File: src/rtl/maze_player_ctrl_if.sv
// Bundle between the maze player controller, the button front-end and the level ROM.
// The master side is the controller; the slave side is everything around it.
interface maze_player_ctrl_if #(
    parameter int ROW_W = 3,
    parameter int COL_W = 4,
    parameter int CNT_W = 16
);
    logic             btn_up;
    logic             btn_down;
    logic             btn_left;
    logic             btn_right;
    logic             restart;
    logic [4:0]       num_rows;
    logic [4:0]       num_cols;
    logic [3:0]       walls;
    logic [ROW_W-1:0] row;
    logic [COL_W-1:0] col;
    logic [CNT_W-1:0] move_count;
    logic             bump;
    logic             busy;
    logic             goal_reached;

    modport master (
        input  btn_up, btn_down, btn_left, btn_right, restart,
        input  num_rows, num_cols, walls,
        output row, col, move_count, bump, busy, goal_reached
    );

    modport slave (
        output btn_up, btn_down, btn_left, btn_right, restart,
        output num_rows, num_cols, walls,
        input  row, col, move_count, bump, busy, goal_reached
    );
endinterface

File: src/rtl/maze_player_ctrl.sv
// Maze player controller: turns button press edges into wall-checked single-cell moves,
// counts successful moves, applies a post-move lockout and flags arrival at the goal cell.
module maze_player_ctrl #(
    parameter int ROW_W     = 3,
    parameter int COL_W     = 4,
    parameter int START_ROW = 0,
    parameter int START_COL = 0,
    parameter int GOAL_ROW  = 4,
    parameter int GOAL_COL  = 9,
    parameter int LOCK_CYC  = 4,
    parameter int CNT_W     = 16
) (
    input  logic               clk,
    input  logic               rst_n,
    maze_player_ctrl_if.master ctrl_if
);
    localparam int LOCK_W = (LOCK_CYC > 1) ? $clog2(LOCK_CYC) : 1;

    typedef enum logic [1:0] {S_IDLE, S_CHECK, S_LOCK, S_DONE} state_t;
    // Encoded so the direction doubles as the index of its wall bit.
    typedef enum logic [1:0] {DIR_RIGHT = 2'd0, DIR_LEFT = 2'd1, DIR_DOWN = 2'd2, DIR_UP = 2'd3} dir_t;

    state_t            r_state;
    dir_t              r_dir;
    logic [3:0]        r_btnPrev;
    logic [LOCK_W-1:0] r_lockCnt;
    logic [ROW_W-1:0]  r_row;
    logic [COL_W-1:0]  r_col;
    logic [CNT_W-1:0]  r_moveCount;
    logic              r_bump;
    logic              r_busy;
    logic              r_goal;

    logic [3:0] w_btns;
    logic [3:0] w_edge;
    dir_t       w_edgeDir;
    logic [4:0] w_lastRow;
    logic [4:0] w_lastCol;
    logic       w_offGrid;
    logic       w_blocked;
    logic       w_atGoal;

    assign w_btns    = {ctrl_if.btn_up, ctrl_if.btn_down, ctrl_if.btn_left, ctrl_if.btn_right};
    assign w_edge    = w_btns & ~r_btnPrev;
    assign w_lastRow = ctrl_if.num_rows - 5'd1;
    assign w_lastCol = ctrl_if.num_cols - 5'd1;
    assign w_blocked = ctrl_if.walls[r_dir] | w_offGrid;
    assign w_atGoal  = (r_row == ROW_W'(GOAL_ROW)) && (r_col == COL_W'(GOAL_COL));

    always_comb begin
        w_edgeDir = DIR_RIGHT;
        if (w_edge[3])      w_edgeDir = DIR_UP;
        else if (w_edge[2]) w_edgeDir = DIR_DOWN;
        else if (w_edge[1]) w_edgeDir = DIR_LEFT;
    end

    always_comb begin
        w_offGrid = 1'b0;
        case (r_dir)
            DIR_UP:    w_offGrid = (r_row == '0);
            DIR_DOWN:  w_offGrid = (5'(r_row) >= w_lastRow);
            DIR_LEFT:  w_offGrid = (r_col == '0);
            DIR_RIGHT: w_offGrid = (5'(r_col) >= w_lastCol);
            default:   w_offGrid = 1'b1;
        endcase
    end

    always_ff @(posedge clk or negedge rst_n) begin
        if (!rst_n) begin
            r_state     <= S_IDLE;
            r_dir       <= DIR_RIGHT;
            r_btnPrev   <= '0;
            r_lockCnt   <= '0;
            r_row       <= ROW_W'(START_ROW);
            r_col       <= COL_W'(START_COL);
            r_moveCount <= '0;
            r_bump      <= 1'b0;
            r_busy      <= 1'b0;
            r_goal      <= 1'b0;
        end else begin
            r_btnPrev <= w_btns;
            if (ctrl_if.restart) begin
                r_state     <= S_IDLE;
                r_row       <= ROW_W'(START_ROW);
                r_col       <= COL_W'(START_COL);
                r_moveCount <= '0;
                r_bump      <= 1'b0;
                r_busy      <= 1'b0;
                r_goal      <= 1'b0;
            end else begin
                case (r_state)
                    S_IDLE: begin
                        if (|w_edge) begin
                            r_dir   <= w_edgeDir;
                            r_state <= S_CHECK;
                            r_busy  <= 1'b1;
                        end
                    end
                    S_CHECK: begin
                        if (w_blocked) begin
                            r_bump <= 1'b1;
                        end else begin
                            case (r_dir)
                                DIR_UP:    r_row <= r_row - ROW_W'(1);
                                DIR_DOWN:  r_row <= r_row + ROW_W'(1);
                                DIR_LEFT:  r_col <= r_col - COL_W'(1);
                                default:   r_col <= r_col + COL_W'(1);
                            endcase
                            if (r_moveCount != '1) begin
                                r_moveCount <= r_moveCount + CNT_W'(1);
                            end
                        end
                        r_lockCnt <= LOCK_W'(LOCK_CYC - 1);
                        r_state   <= S_LOCK;
                    end
                    S_LOCK: begin
                        r_bump <= 1'b0;
                        if (r_lockCnt == '0) begin
                            r_busy <= 1'b0;
                            if (w_atGoal) begin
                                r_state <= S_DONE;
                                r_goal  <= 1'b1;
                            end else begin
                                r_state <= S_IDLE;
                            end
                        end else begin
                            r_lockCnt <= r_lockCnt - LOCK_W'(1);
                        end
                    end
                    S_DONE: begin
                        r_state <= S_DONE;
                    end
                    default: begin
                        r_state <= S_IDLE;
                    end
                endcase
            end
        end
    end

    assign ctrl_if.row          = r_row;
    assign ctrl_if.col          = r_col;
    assign ctrl_if.move_count   = r_moveCount;
    assign ctrl_if.bump         = r_bump;
    assign ctrl_if.busy         = r_busy;
    assign ctrl_if.goal_reached = r_goal;
endmodule

File: src/flat_wrapper.sv
// flat-port wrapper written by rule: the top's interface ports become plain ports
module maze_player_ctrl_flat 
#(
    parameter int ROW_W     = 3,
    parameter int COL_W     = 4,
    parameter int START_ROW = 0,
    parameter int START_COL = 0,
    parameter int GOAL_ROW  = 4,
    parameter int GOAL_COL  = 9,
    parameter int LOCK_CYC  = 4,
    parameter int CNT_W     = 16
)
  (clk, rst_n, ctrl_if_btn_up, ctrl_if_btn_down, ctrl_if_btn_left, ctrl_if_btn_right, ctrl_if_restart, ctrl_if_num_rows, ctrl_if_num_cols, ctrl_if_walls, ctrl_if_row, ctrl_if_col, ctrl_if_move_count, ctrl_if_bump, ctrl_if_busy, ctrl_if_goal_reached);
  maze_player_ctrl_if #(.ROW_W(ROW_W), .COL_W(COL_W), .CNT_W(CNT_W)) ctrl_if_i ();
  input  logic clk;
  input  logic rst_n;
  input wire logic [$bits(ctrl_if_i.btn_up)-1:0] ctrl_if_btn_up;
  input wire logic [$bits(ctrl_if_i.btn_down)-1:0] ctrl_if_btn_down;
  input wire logic [$bits(ctrl_if_i.btn_left)-1:0] ctrl_if_btn_left;
  input wire logic [$bits(ctrl_if_i.btn_right)-1:0] ctrl_if_btn_right;
  input wire logic [$bits(ctrl_if_i.restart)-1:0] ctrl_if_restart;
  input wire logic [$bits(ctrl_if_i.num_rows)-1:0] ctrl_if_num_rows;
  input wire logic [$bits(ctrl_if_i.num_cols)-1:0] ctrl_if_num_cols;
  input wire logic [$bits(ctrl_if_i.walls)-1:0] ctrl_if_walls;
  output wire logic [$bits(ctrl_if_i.row)-1:0] ctrl_if_row;
  output wire logic [$bits(ctrl_if_i.col)-1:0] ctrl_if_col;
  output wire logic [$bits(ctrl_if_i.move_count)-1:0] ctrl_if_move_count;
  output wire logic [$bits(ctrl_if_i.bump)-1:0] ctrl_if_bump;
  output wire logic [$bits(ctrl_if_i.busy)-1:0] ctrl_if_busy;
  output wire logic [$bits(ctrl_if_i.goal_reached)-1:0] ctrl_if_goal_reached;
  assign ctrl_if_i.btn_up = ctrl_if_btn_up;
  assign ctrl_if_i.btn_down = ctrl_if_btn_down;
  assign ctrl_if_i.btn_left = ctrl_if_btn_left;
  assign ctrl_if_i.btn_right = ctrl_if_btn_right;
  assign ctrl_if_i.restart = ctrl_if_restart;
  assign ctrl_if_i.num_rows = ctrl_if_num_rows;
  assign ctrl_if_i.num_cols = ctrl_if_num_cols;
  assign ctrl_if_i.walls = ctrl_if_walls;
  assign ctrl_if_row = ctrl_if_i.row;
  assign ctrl_if_col = ctrl_if_i.col;
  assign ctrl_if_move_count = ctrl_if_i.move_count;
  assign ctrl_if_bump = ctrl_if_i.bump;
  assign ctrl_if_busy = ctrl_if_i.busy;
  assign ctrl_if_goal_reached = ctrl_if_i.goal_reached;
  maze_player_ctrl #(.ROW_W(ROW_W), .COL_W(COL_W), .START_ROW(START_ROW), .START_COL(START_COL), .GOAL_ROW(GOAL_ROW), .GOAL_COL(GOAL_COL), .LOCK_CYC(LOCK_CYC), .CNT_W(CNT_W)) u_core (.clk(clk), .rst_n(rst_n), .ctrl_if(ctrl_if_i));
endmodule
File: config.mk
export PLATFORM = sky130hd
export DESIGN_NAME = maze_player_ctrl_flat
export DESIGN_NICKNAME = d
export VERILOG_FILES = /design/src/rtl/maze_player_ctrl_if.sv /design/src/rtl/maze_player_ctrl.sv /design/src/flat_wrapper.sv
export SDC_FILE = /design/constraint.sdc
export NUM_CORES = 1
export LEC_CHECK = 0
export BUFFER_PORTS_ARGS = -buffer_cell sky130_fd_sc_hd__buf_2
export CAP_MARGIN = 0
export CELL_PAD_IN_SITES_DETAIL_PLACEMENT = 1
export CELL_PAD_IN_SITES_GLOBAL_PLACEMENT = 2
export CORE_UTILIZATION = 35
export CTS_CLUSTER_DIAMETER = 80
export DETAILED_ROUTE_END_ITERATION = 10
export HOLD_SLACK_MARGIN = 0.15
export PLACE_DENSITY = 0.86
export SLEW_MARGIN = 20
export SYNTH_ARGS = -nofsm -noshare
export SYNTH_HDL_FRONTEND = slang
export SYNTH_SLANG_ARGS = --single-unit
File: constraint.sdc
create_clock -name clk -period 3.3 [get_ports clk]
set_input_delay 0.495 -clock clk [delete_from_list [all_inputs] [get_ports clk]]
set_output_delay 0.495 -clock clk [all_outputs]
set_load 0.005 [all_outputs]
Yosys cells after proc, flatten, opt, wreduce, memory -nomap -nowiden
Index checks and enable logic that the tools add are counted.
{"block": "op_classes", "mux": 36, "n_eq_ne": 15, "magnitude_cmp": 3, "reduce_logical": 26, "n_addsub": 8, "bitwise_logic": 4}
{"cell": "2-to-1 mux 16 bit", "n": 4}
{"cell": "AND reduction 3 bit", "n": 7}
{"cell": "adder 16 x 1 -> 16 bit (second input constant)", "n": 1}
{"cell": "inequality test 16 bit (second input constant)", "n": 1}
{"cell": "2-to-1 mux 2 bit", "n": 7}
{"cell": "2-to-1 mux 4 bit", "n": 3}
{"cell": "nonzero test 2 bit", "n": 6}
{"cell": "2-to-1 mux 1 bit", "n": 11}
{"cell": "subtractor 5 x 1 -> 5 bit (second input constant)", "n": 2}
{"cell": "2-to-1 mux 3 bit", "n": 3}
{"cell": "inequality test 3 x 2 -> 1 bit (second input constant)", "n": 3}
{"cell": "nonzero test 3 bit", "n": 3}
{"cell": "equality test 2 bit (second input constant)", "n": 4}
{"cell": "case mux 2 bit (4 select lines)", "n": 1}
{"cell": "case mux 4 bit (2 select lines)", "n": 1}
{"cell": "logical NOT 2 bit", "n": 3}
{"cell": "case mux 3 bit (2 select lines)", "n": 1}
{"cell": "greater-or-equal comparator 3 x 5 -> 1 bit", "n": 1}
{"cell": "greater-or-equal comparator 4 x 5 -> 1 bit", "n": 1}
{"cell": "adder 4 x 1 -> 4 bit (second input constant)", "n": 1}
{"cell": "bitwise AND 4 bit", "n": 1}
{"cell": "equality test 2 x 1 -> 1 bit (second input constant)", "n": 2}
{"cell": "equality test 4 bit (second input constant)", "n": 1}
{"cell": "logical NOT 4 bit", "n": 1}
{"cell": "other kinds (20)", "n": 23}
{"block": "word_totals", "input_bits": 21, "elab_cells": 102, "regBits": 36}

Longest topological paths before layout
Gate-level depths: netlist of the first run.
{"block": "logic_depth", "depth_word": 7, "ltp_mapped": 11, "depth_no_buf": 10}

Worst setup path before layout of the first run
Ideal clock, no wire load.
{"block": "synth_path", "kind": "input to register", "start": "input ctrl_if_num_cols[0]", "end": "register u_core.r_moveCount[10] (netlist: u_core.ctrl_if.move_count[10])", "path_buffers": 1, "stages": 11, "arrival_ps": 2538, "path_slack_ps": 637, "required_time_ps": 3175, "path_cell_list": "inv_1 > ha_1 > xnor2_1 > ha_1 > o21a_1 > o21ai_0 > o31a_1 > o221ai_4 > buf_6 > nor4_2 > mux2_4"}
{"block": "synth_via", "elab_chain_cells": 6}
{"element": "start: declaration", "line_no": "flat_wrapper.sv:23", "text": "input wire logic [$bits(ctrl_if_i.num_cols)-1:0] ctrl_if_num_cols;"}
{"element": "subtractor 5 x 1 -> 5 bit", "line_no": "maze_player_ctrl.sv:46", "text": "assign w_lastCol = ctrl_if.num_cols - 5'd1;"}
{"element": "greater-or-equal comparator 4 x 5 -> 1 bit", "line_no": "maze_player_ctrl.sv:63", "text": "DIR_RIGHT: w_offGrid = (5'(r_col) >= w_lastCol);"}
{"element": "case mux 1 bit (4 select lines)", "line_no": "maze_player_ctrl.sv:59", "text": "case (r_dir)"}
{"element": "OR 1 bit", "line_no": "maze_player_ctrl.sv:47", "text": "assign w_blocked = ctrl_if.walls[r_dir] | w_offGrid;"}
{"element": "inequality test 2 bit (no line)"}
{"element": "AND reduction 3 bit (no line)"}
{"element": "end signal: assignment", "line_no": "maze_player_ctrl.sv:110", "text": "r_moveCount <= r_moveCount + CNT_W'(1);"}
{"element": "end: declaration", "line_no": "maze_player_ctrl.sv:29", "text": "logic [CNT_W-1:0] r_moveCount;"}
Every way passes these cells.
A chain may end at the register's enable or synchronous reset.

Worst setup path in the final report of the first run
{"block": "layout_path", "start": "input ctrl_if_num_cols[0]", "end": "register u_core.r_moveCount[15] (netlist: u_core.ctrl_if.move_count[15])"}
Same word-level chain as after synthesis.

==> results of run 1 <==
[worst max-delay path by stage]
| stage | from | to | slack [ns] | cells after the start |
|---|---|---|---|---|
| finish | ctrl_if_num_cols[0] | u_core.ctrl_if.move_count[15] | 0.48 | 11 |
| global route | ctrl_if_num_cols[0] | u_core.ctrl_if.move_count[15] | 0.31 | 11 |
| CTS | u_core.ctrl_if.col[0] | u_core.ctrl_if.move_count[15] | 0.49 | 8 |
| detailed placement | ctrl_if_num_cols[0] | u_core.ctrl_if.move_count[15] | 0.20 | 11 |
| global placement | ctrl_if_num_cols[0] | u_core.ctrl_if.move_count[10] | 0.26 | 11 |
| floorplan | ctrl_if_num_cols[0] | u_core.ctrl_if.move_count[10] | 0.64 | 11 |
[cell usage in the layout (no fill, tap or decap), drive strengths merged, types with 3 or more instances in the layout]
master,netlist,layout
nand3,10,10
mux2,11,11
or4,4,4
nand2,8,8
nor2,26,26
buf,4,48
a211oi,3,3
a21oi,20,20
o31ai,5,5
xnor2,7,7
nor3,9,9
nor4,4,4
ha,17,17
nand2b,10,10
nor2b,14,14
dfrtp,36,36
and4,3,3
o21ai,11,11
clkinv,1,3
clkbuf,4,6
inv,17,17
[flip-flops by register name, indices dropped and copies added (netlist names)]
register                     flops
u_core.ctrl_if.col               4
u_core.ctrl_if.move_count       16
u_core.r_state                   2
u_core.r_dir                     2
u_core.ctrl_if.row               3
u_core.r_btnPrev                 4
u_core.r_lockCnt                 2
u_core.ctrl_if.bump              1
u_core.ctrl_if.busy              1
u_core.ctrl_if.goal_reached      1
[cell type report]
class	instances	area, µm²
clock inverters	2	10.0
multi-input cells	195	1540
inverters	18	72.6
flip-flops and latches	36	901
well taps	96	120
repair buffers	48	245
fillers	815	3970
clock buffers	6	82.6
[routing by layer]
metal  wire (µm)  up-vias  GRT usage, %
met5           0        -             0
met4          78        0          5.37
met3         222        7          2.92
met2        2860       43          29.5
met1        2850     1002          21.5
li1            -     1020             -
[worst reg2reg max path, stage by stage (launching register included)]
cell,delay (ns)
dfrtp_1,0.39
inv_1,0.11
ha_1,0.23
nand2b_1,0.15
a2111oi_2,0.43
o31a_1,0.25
o221ai_4,0.37
or4_1,0.64
a21oi_1,0.16
[logic make-up after synthesis]
kind of cell             count (synthesis)  share of synthesized area (%)
adder cells (fa/ha/maj)                 19                           9.83
buffers and inverters                   26                           4.91
multiplexers                            14                           7.93
AO/OA/AOI/OAI                           53                           14.9
AND/OR/NAND/NOR                        100                           24.3
XOR/XNOR                                 9                           3.07
flip-flops                              36                           35.0
[power breakdown]
| part | switching [mW] | internal (mW) |
|---|---|---|
| clock | 0.170 | 0.167 |
| combinational | 0.259 | 0.211 |
| sequential | 0.0815 | 0.488 |
| total | 0.511 | 0.866 |
==> run_results.csv, run 1 <==
group,metric,value,unit
floorplan,die_area,7690,µm²
floorplan,dieHeight,87.7,µm
logic_synthesis,synth_seq_cells,36,
clock_network,cts_root_buf,"clkbuf_8",
critical_path,rr_worst_depth,8,
clock_network,post_cts_resize_count,0,
logic_synthesis,ys.flop_type,"dfrtp_1",
logic_synthesis,yosysWarnings,0,
critical_path,cp-start-kind,"input pin",
global_route,grt_overflow,0,
flow_run,drv_cap,0,
sta,timing.hold.ws,0.306,ns
clock_network,clk_pin_slew_worst_paths,0.08,ns
critical_path,path_class,"in -> reg",
finish,postLayoutCoreUtil,42.8,%
detailed_routing,vias,2072,
floorplan,start_util,37.0,%
sta,finalHoldViolations,0,
placement,placed_area,2880,µm²
sta,max_freq,355,MHz
placement,port_buffers,46,
critical_path,cp_top_family,"compound AO/OA/AOI/OAI gates",
logic_synthesis,syn_area,2570,µm²
logic_synthesis,seq_area_frac_synth,35.0,%
critical_path,r2r-start,"u_core.ctrl_if.col[0]",
sta,fin_skew,0.00936,ns
sta,finalSetupTns,0,ns
detailed_routing,dr.pass1.iters,3,
logic_synthesis,synth_area_leaders,"dfrtp_1 35%, ha_1 8.3%, mux2_4 5.8%",
critical_path,crit_buf_inv,2,
detailed_routing,drt-vias-per-instance,5.17,
global_route,grt_pass1_wl,10200,µm
sta,post-route-min-period,2.82,ns
floorplan,pin_count,47,
clock_network,clock_latency,0.30,ns
power_and_ir_drop,power_leakage,1.34,nW
sta,rsz0062_at_grt,"false",
critical_path,critPathRequiredTime,3.52,ns
finish,num-nets-final,344,
clock_network,hold_buffers,0,
logic_synthesis,ys_top_cells_by_count,"36 x dfrtp_1, 24 x nor2_1, 19 x a21oi_1",
clock_network,cts_buffers,5,
floorplan,core,6940,µm²
logic_synthesis,postSynthAreaPerCell,10.0,µm²
detailed_routing,drc,0,
clock_network,htree_num_levels,2,
placement,place.gp.congestion,0.712,
clock_network,cts_setup_buffers,0,
critical_path,end_kind,"flip-flop",
logic_synthesis,synth_cell_types,56,
logic_synthesis,synthCells,257,
power_and_ir_drop,vdd_drop_max,0.278,mV
sta,finalCritPeriodShare,85.4,%
power_and_ir_drop,cellPowerDensity,463,nW/µm²
critical_path,crit_fanout,24,
detailed_routing,wl_per_cell,15.0,µm
critical_path,cp_slowest_cell,"or4_1",
global_route,antenna_found_initial,0,
logic_synthesis,yosys.cell_count.top_type,"dfrtp_1",
critical_path,path_common_cell,"ha_1",
placement,placed_cells,393,
finish,n_antenna_cell,0,
clock_network,cts_tree,"yes",
detailed_routing,drt-initial-drc-count,53,
sta,tightest_slew,0.898,ns
logic_synthesis,synth-async-reset-ratio,100,%
global_route,grt_pass1_vias,2151,
clock_network,clock_path_buffers,2,
floorplan,row_count,30,
detailed_routing,totalWireLength,6010,µm
floorplan,die_w,87.7,µm
critical_path,crit_path_max_incr_delay,0.63,ns
critical_path,r2r_setup_slack,0.49,ns
sta,slew_violations,0,
finish,layout-drive-gt1-share,28.5,%
sta,relSlewSlack,40.1,%
placement,dp_hpwl,4390,µm
power_and_ir_drop,power,1.38,mW
global_route,grt_use_total,17.0,%
finish,area_growth,15.7,%
critical_path,crit_chain,"buf_2, inv_1, ha_1, xnor2_1, ha_1, o21a_1, o21ai_0, o31a_1, o221ai_4, or4_1, a21oi_1",
critical_path,r2r-end,"u_core.ctrl_if.move_count[15]",
clock_network,clkSinkCount,36,
global_route,grt_max_degree,44,
critical_path,cp.arrival,3.04,ns
placement,place_ws,0.199,ns
worst_hold_path,hold_path_class,"in -> async",
detailed_routing,ant_nets,0,
logic_synthesis,synth_nets,297,
logic_synthesis,synth_top_area_cell,"dfrtp_1",
sta,finalWorstSetupSlack,0.483,ns
logic_synthesis,synth_top_area_share,35.0,%
status,status,"complete, no violations",
logic_synthesis,synth-edff-count,0,
sta,setup_violations,0,
finish,final-instance-count-excl-fill,401,
finish,final_cell_area,2980,µm²
(Power assumes the default switching activity.)
==> run 2, diff against run 1 <==
--- a/config.mk
+++ b/config.mk
@@ -9,11 +9,12 @@
 export CAP_MARGIN = 0
 export CELL_PAD_IN_SITES_DETAIL_PLACEMENT = 1
 export CELL_PAD_IN_SITES_GLOBAL_PLACEMENT = 2
-export CORE_UTILIZATION = 35
+export CORE_MARGIN = 8
+export CORE_UTILIZATION = 30
 export CTS_CLUSTER_DIAMETER = 80
 export DETAILED_ROUTE_END_ITERATION = 10
 export HOLD_SLACK_MARGIN = 0.15
-export PLACE_DENSITY = 0.86
+export PLACE_DENSITY = 0.76
 export SLEW_MARGIN = 20
 export SYNTH_ARGS = -nofsm -noshare
 export SYNTH_HDL_FRONTEND = slang
==> run_results.csv, run 2 (synthesized netlist as in run 1, its figures left out) <==
group,metric,value,unit
placement,port_buffers,46,
finish,final_cell_area,2980,µm²
critical_path,crit_buf_inv,1,
clock_network,cts_setup_buffers,0,
power_and_ir_drop,cellPowerDensity,462,nW/µm²
sta,finalWorstSetupSlack,0.356,ns
global_route,grt_pass1_wl,10800,µm
clock_network,cts_root_buf,"clkbuf_8",
critical_path,cp-start-kind,"flip-flop",
critical_path,crit_chain,"inv_1, ha_1, nand2b_1, a2111oi_2, o31a_1, o221ai_4, or4_1, a21oi_1",
critical_path,crit_path_max_incr_delay,0.60,ns
sta,rsz0062_at_grt,"false",
clock_network,htree_num_levels,2,
critical_path,cp.arrival,3.14,ns
critical_path,path_class,"reg -> reg",
power_and_ir_drop,vdd_drop_max,0.132,mV
clock_network,hold_buffers,0,
sta,slew_violations,0,
detailed_routing,drt-initial-drc-count,38,
sta,finalHoldViolations,0,
clock_network,clock_path_buffers,2,
finish,area_growth,16.0,%
sta,max_freq,340,MHz
critical_path,r2r_setup_slack,0.36,ns
finish,final-instance-count-excl-fill,408,
placement,place.gp.congestion,0.726,
clock_network,cts_buffers,5,
finish,postLayoutCoreUtil,36.1,%
clock_network,cts_tree,"yes",
sta,post-route-min-period,2.94,ns
placement,placed_cells,401,
clock_network,clk_pin_slew_worst_paths,0.08,ns
detailed_routing,ant_nets,0,
placement,placed_area,2890,µm²
finish,layout_commonest_cell,"buf_2",
worst_hold_path,hold_path_class,"in -> async",
critical_path,critPathRequiredTime,3.50,ns
status,status,"complete, no violations",
power_and_ir_drop,power,1.38,mW
sta,relSlewSlack,41.3,%
floorplan,dieHeight,109,µm
sta,finalSetupTns,0,ns
floorplan,start_util,31.1,%
finish,num-nets-final,343,
detailed_routing,drt-vias-per-instance,5.08,
sta,fin_skew,0.00500,ns
global_route,antenna_found_initial,0,
floorplan,die_w,109,µm
finish,largest_reg_flops,16,
clock_network,clock_latency,0.28,ns
clock_network,clkSinkCount,36,
detailed_routing,dr.pass1.iters,4,
global_route,grt_pass1_vias,2165,
placement,place_ws,0.152,ns
sta,setup_violations,0,
floorplan,die_area,11800,µm²
detailed_routing,drc,0,
sta,tightest_slew,0.880,ns
placement,dp_hpwl,4680,µm
flow_run,drv_cap,0,
global_route,grt_use_total,11.4,%
detailed_routing,wl_per_cell,15.5,µm
floorplan,pin_count,47,
floorplan,core,8260,µm²
critical_path,crit_fanout,24,
critical_path,cp_top_family,"compound AO/OA/AOI/OAI gates",
clock_network,post_cts_resize_count,0,
finish,mostFrequentLayoutCells,"46 x buf_2, 36 x dfrtp_1, 24 x nor2_1, 19 x a21oi_1",
power_and_ir_drop,power_leakage,1.33,nW
critical_path,end_kind,"flip-flop",
finish,n_antenna_cell,0,
global_route,grt_overflow,0,
sta,timing.hold.ws,0.322,ns
detailed_routing,vias,2072,
floorplan,row_count,33,
sta,finalCritPeriodShare,89.2,%
finish,layout-drive-gt1-share,28.1,%
global_route,grt_max_degree,44,
detailed_routing,totalWireLength,6310,µm
critical_path,cp_slowest_cell,"or4_1",
-- run 2: path summary, 6_finish.rpt --
check | start | to | depth (start not counted)
max | u_core.ctrl_if.col[0] | u_core.ctrl_if.move_count[13] | 8
min | rst_n | u_core.ctrl_if.move_count[10] | 1
max reg2reg | u_core.ctrl_if.col[0] | u_core.ctrl_if.move_count[13] | 8
min reg2reg | u_core.r_lockCnt[0] | u_core.r_lockCnt[0] | 1
max in group asynchronous | rst_n | u_core.r_state[0] | 1
min in group clk | ctrl_if_btn_left | u_core.r_btnPrev[1] | 1
-- run 2: report_power, final --
group,switching [mW],leakage (nW),internal [mW]
registers,0.0849,0.476,0.488
clock network,0.158,0.0503,0.186
logic,0.253,0.804,0.208
-- run 2: worst reg2reg max path, delay by kind of cell (launching register included) --
kind                       cells  cell delay (ns)
AOI/OAI and AO/OA              4             1.21
and+or+nand+nor                2             0.76
DFF                            1             0.47
adders and majority gates      1             0.29
buffers and inverters          1             0.13
-- run 2: cell type report --
type,instances,area [µm²]
fill,994,5280
multi-input combinational,195,1540
sequential,36,901
timing repair buffer,47,238
tap,105,131
clock buffer,7,96.3
inverter,18,72.6
-- run 2: metal layers --
metal / share of wire [%] / vias up / track usage (%)
li1: - / 1012 / -
met5: 0 / - / 0
met3: 6.7 / 2 / 3.57
met2: 44 / 50 / 17.7
met4: 0.48 / 0 / 3.23
met1: 49 / 1008 / 14.9
==> run 3, diff against run 2 <==
==> constraint.sdc (replaced) <==
create_clock -name clk -period 3.7 [get_ports clk]
set_input_delay 0.555 -clock clk [delete_from_list [all_inputs] [get_ports clk]]
set_output_delay 0.555 -clock clk [all_outputs]
set_load 0.005 [all_outputs]
==> run_results.csv, run 3 (synthesized netlist as in run 1, its figures left out) <==
group,metric,value,unit
floorplan,die_w,109,µm
detailed_routing,totalWireLength,6220,µm
sta,fin_skew,0.00460,ns
floorplan,pin_count,47,
sta,finalSetupTns,0,ns
floorplan,row_count,33,
sta,tightest_slew,0.891,ns
critical_path,cp_num_cells,8,
clock_network,post_cts_resize_count,0,
status,status,"complete, no violations",
sta,post-route-min-period,2.94,ns
finish,largest_reg_flops,16,
critical_path,cp.arrival,3.14,ns
clock_network,clkSinkCount,36,
sta,relSlewSlack,40.6,%
clock_network,cts_setup_buffers,0,
clock_network,cts_root_buf,"clkbuf_8",
critical_path,path_class,"reg -> reg",
detailed_routing,drt-vias-per-instance,5.09,
sta,finalHoldViolations,0,
critical_path,rr_worst_depth,8,
critical_path,end_kind,"flip-flop",
clock_network,cts_buffers,5,
global_route,grt_pass1_vias,2157,
clock_network,hold_buffers,0,
critical_path,crit_path_max_incr_delay,0.61,ns
sta,rsz0062_at_grt,"false",
global_route,grt_pass1_wl,10600,µm
floorplan,dieHeight,109,µm
placement,place.gp.congestion,0.726,
critical_path,cp_top_family,"compound AO/OA/AOI/OAI gates",
finish,n_antenna_cell,0,
finish,layout_commonest_cell,"buf_2",
critical_path,cp-start-kind,"flip-flop",
floorplan,core,8260,µm²
critical_path,cp_slowest_cell,"or4_1",
clock_network,cts_tree,"yes",
sta,finalCritPeriodShare,79.5,%
clock_network,clk_pin_slew_worst_paths,0.07,ns
detailed_routing,ant_nets,0,
critical_path,critPathRequiredTime,3.90,ns
power_and_ir_drop,cellPowerDensity,412,nW/µm²
finish,area_growth,16.0,%
detailed_routing,drc,0,
detailed_routing,wl_per_cell,15.3,µm
critical_path,crit_fanout,24,
finish,mostFrequentLayoutCells,"46 x buf_2, 36 x dfrtp_1, 24 x nor2_1, 19 x a21oi_1",
detailed_routing,drt-initial-drc-count,31,
critical_path,crit_chain,"inv_1, ha_1, nand2b_1, a2111oi_2, o31a_1, o221ai_4, or4_1, a21oi_1",
placement,dp_hpwl,4670,µm
sta,setup_violations,0,
detailed_routing,vias,2078,
global_route,grt_max_degree,44,
clock_network,clock_path_buffers,2,
sta,slew_violations,0,
power_and_ir_drop,power,1.23,mW
global_route,grt_overflow,0,
global_route,grt_use_total,11.0,%
finish,fillers,995,
clock_network,clock_latency,0.28,ns
finish,num-nets-final,343,
floorplan,die_area,11800,µm²
detailed_routing,dr.pass1.iters,4,
power_and_ir_drop,power_leakage,1.33,nW
clock_network,htree_num_levels,2,
global_route,antenna_found_initial,0,
sta,max_freq,340,MHz
floorplan,start_util,31.1,%
finish,layout-drive-gt1-share,28.1,%
power_and_ir_drop,vdd_drop_max,0.126,mV
worst_hold_path,hold_path_class,"in -> async",
flow_run,drv_cap,0,
critical_path,crit_buf_inv,1,
placement,port_buffers,46,
## run 3: cell counts in the layout (fill, tap and decap cells not counted)
Identical to the previous run, type by type.
## run 3: final timing paths
kind	startpoint	end	slack [ns]
hold reg to reg	u_core.r_lockCnt[0]	u_core.r_lockCnt[0]	0.48
setup / recovery	u_core.ctrl_if.col[0]	u_core.ctrl_if.move_count[15]	0.76
hold / removal	rst_n	u_core.ctrl_if.move_count[10]	0.38
setup reg to reg	u_core.ctrl_if.col[0]	u_core.ctrl_if.move_count[15]	0.76
max in group asynchronous	rst_n	u_core.r_dir[0]	2.78
min in group clk	ctrl_if_btn_up	u_core.r_btnPrev[3]	0.38
## run 3: final cells by class
type                       instances  area (µm²)  area share (%)
multi-input combinational        195        1540            51.8
sequential                        36         901            30.2
timing repair buffer              47         238            7.97
tap                              105         131            4.40
clock buffer                       7        96.3            3.23
inverter                          18        72.6            2.43
## run 3: per-stage QoR
stage | area (µm²) | utilization, % | hold slack [ns] | std cells | worst slack (ns)
2_1_floorplan | 2570 | - | 0.259 | 257 | 0.977
3_3_place_gp | 2890 | 35.0 | 0.456 | 401 | 0.588
3_5_place_dp | 2890 | 35.0 | 0.468 | 401 | 0.483
4_1_cts | 2980 | 36.1 | 0.377 | 408 | 0.703
5_1_grt | 2980 | 36.1 | 0.373 | 408 | 0.510
6_report | 2980 | 36.1 | 0.379 | 408 | 0.758
## run 3: layer usage
metal / track usage (%) / wire, µm / vias to the layer above
met5: 0 / 0 / -
met4: 2.93 / 61 / 0
met3: 3.21 / 432 / 6
met2: 17.8 / 2740 / 56
met1: 14.1 / 2990 / 1002
li1: - / - / 1014
## run 3: where the power goes
| group | switching, mW | internal (mW) | total [mW] |
|---|---|---|---|
| clock | 0.141 | 0.166 | 0.307 |
| combinational | 0.225 | 0.185 | 0.410 |
| sequential | 0.0753 | 0.436 | 0.511 |
| total | 0.442 | 0.787 | 1.23 |
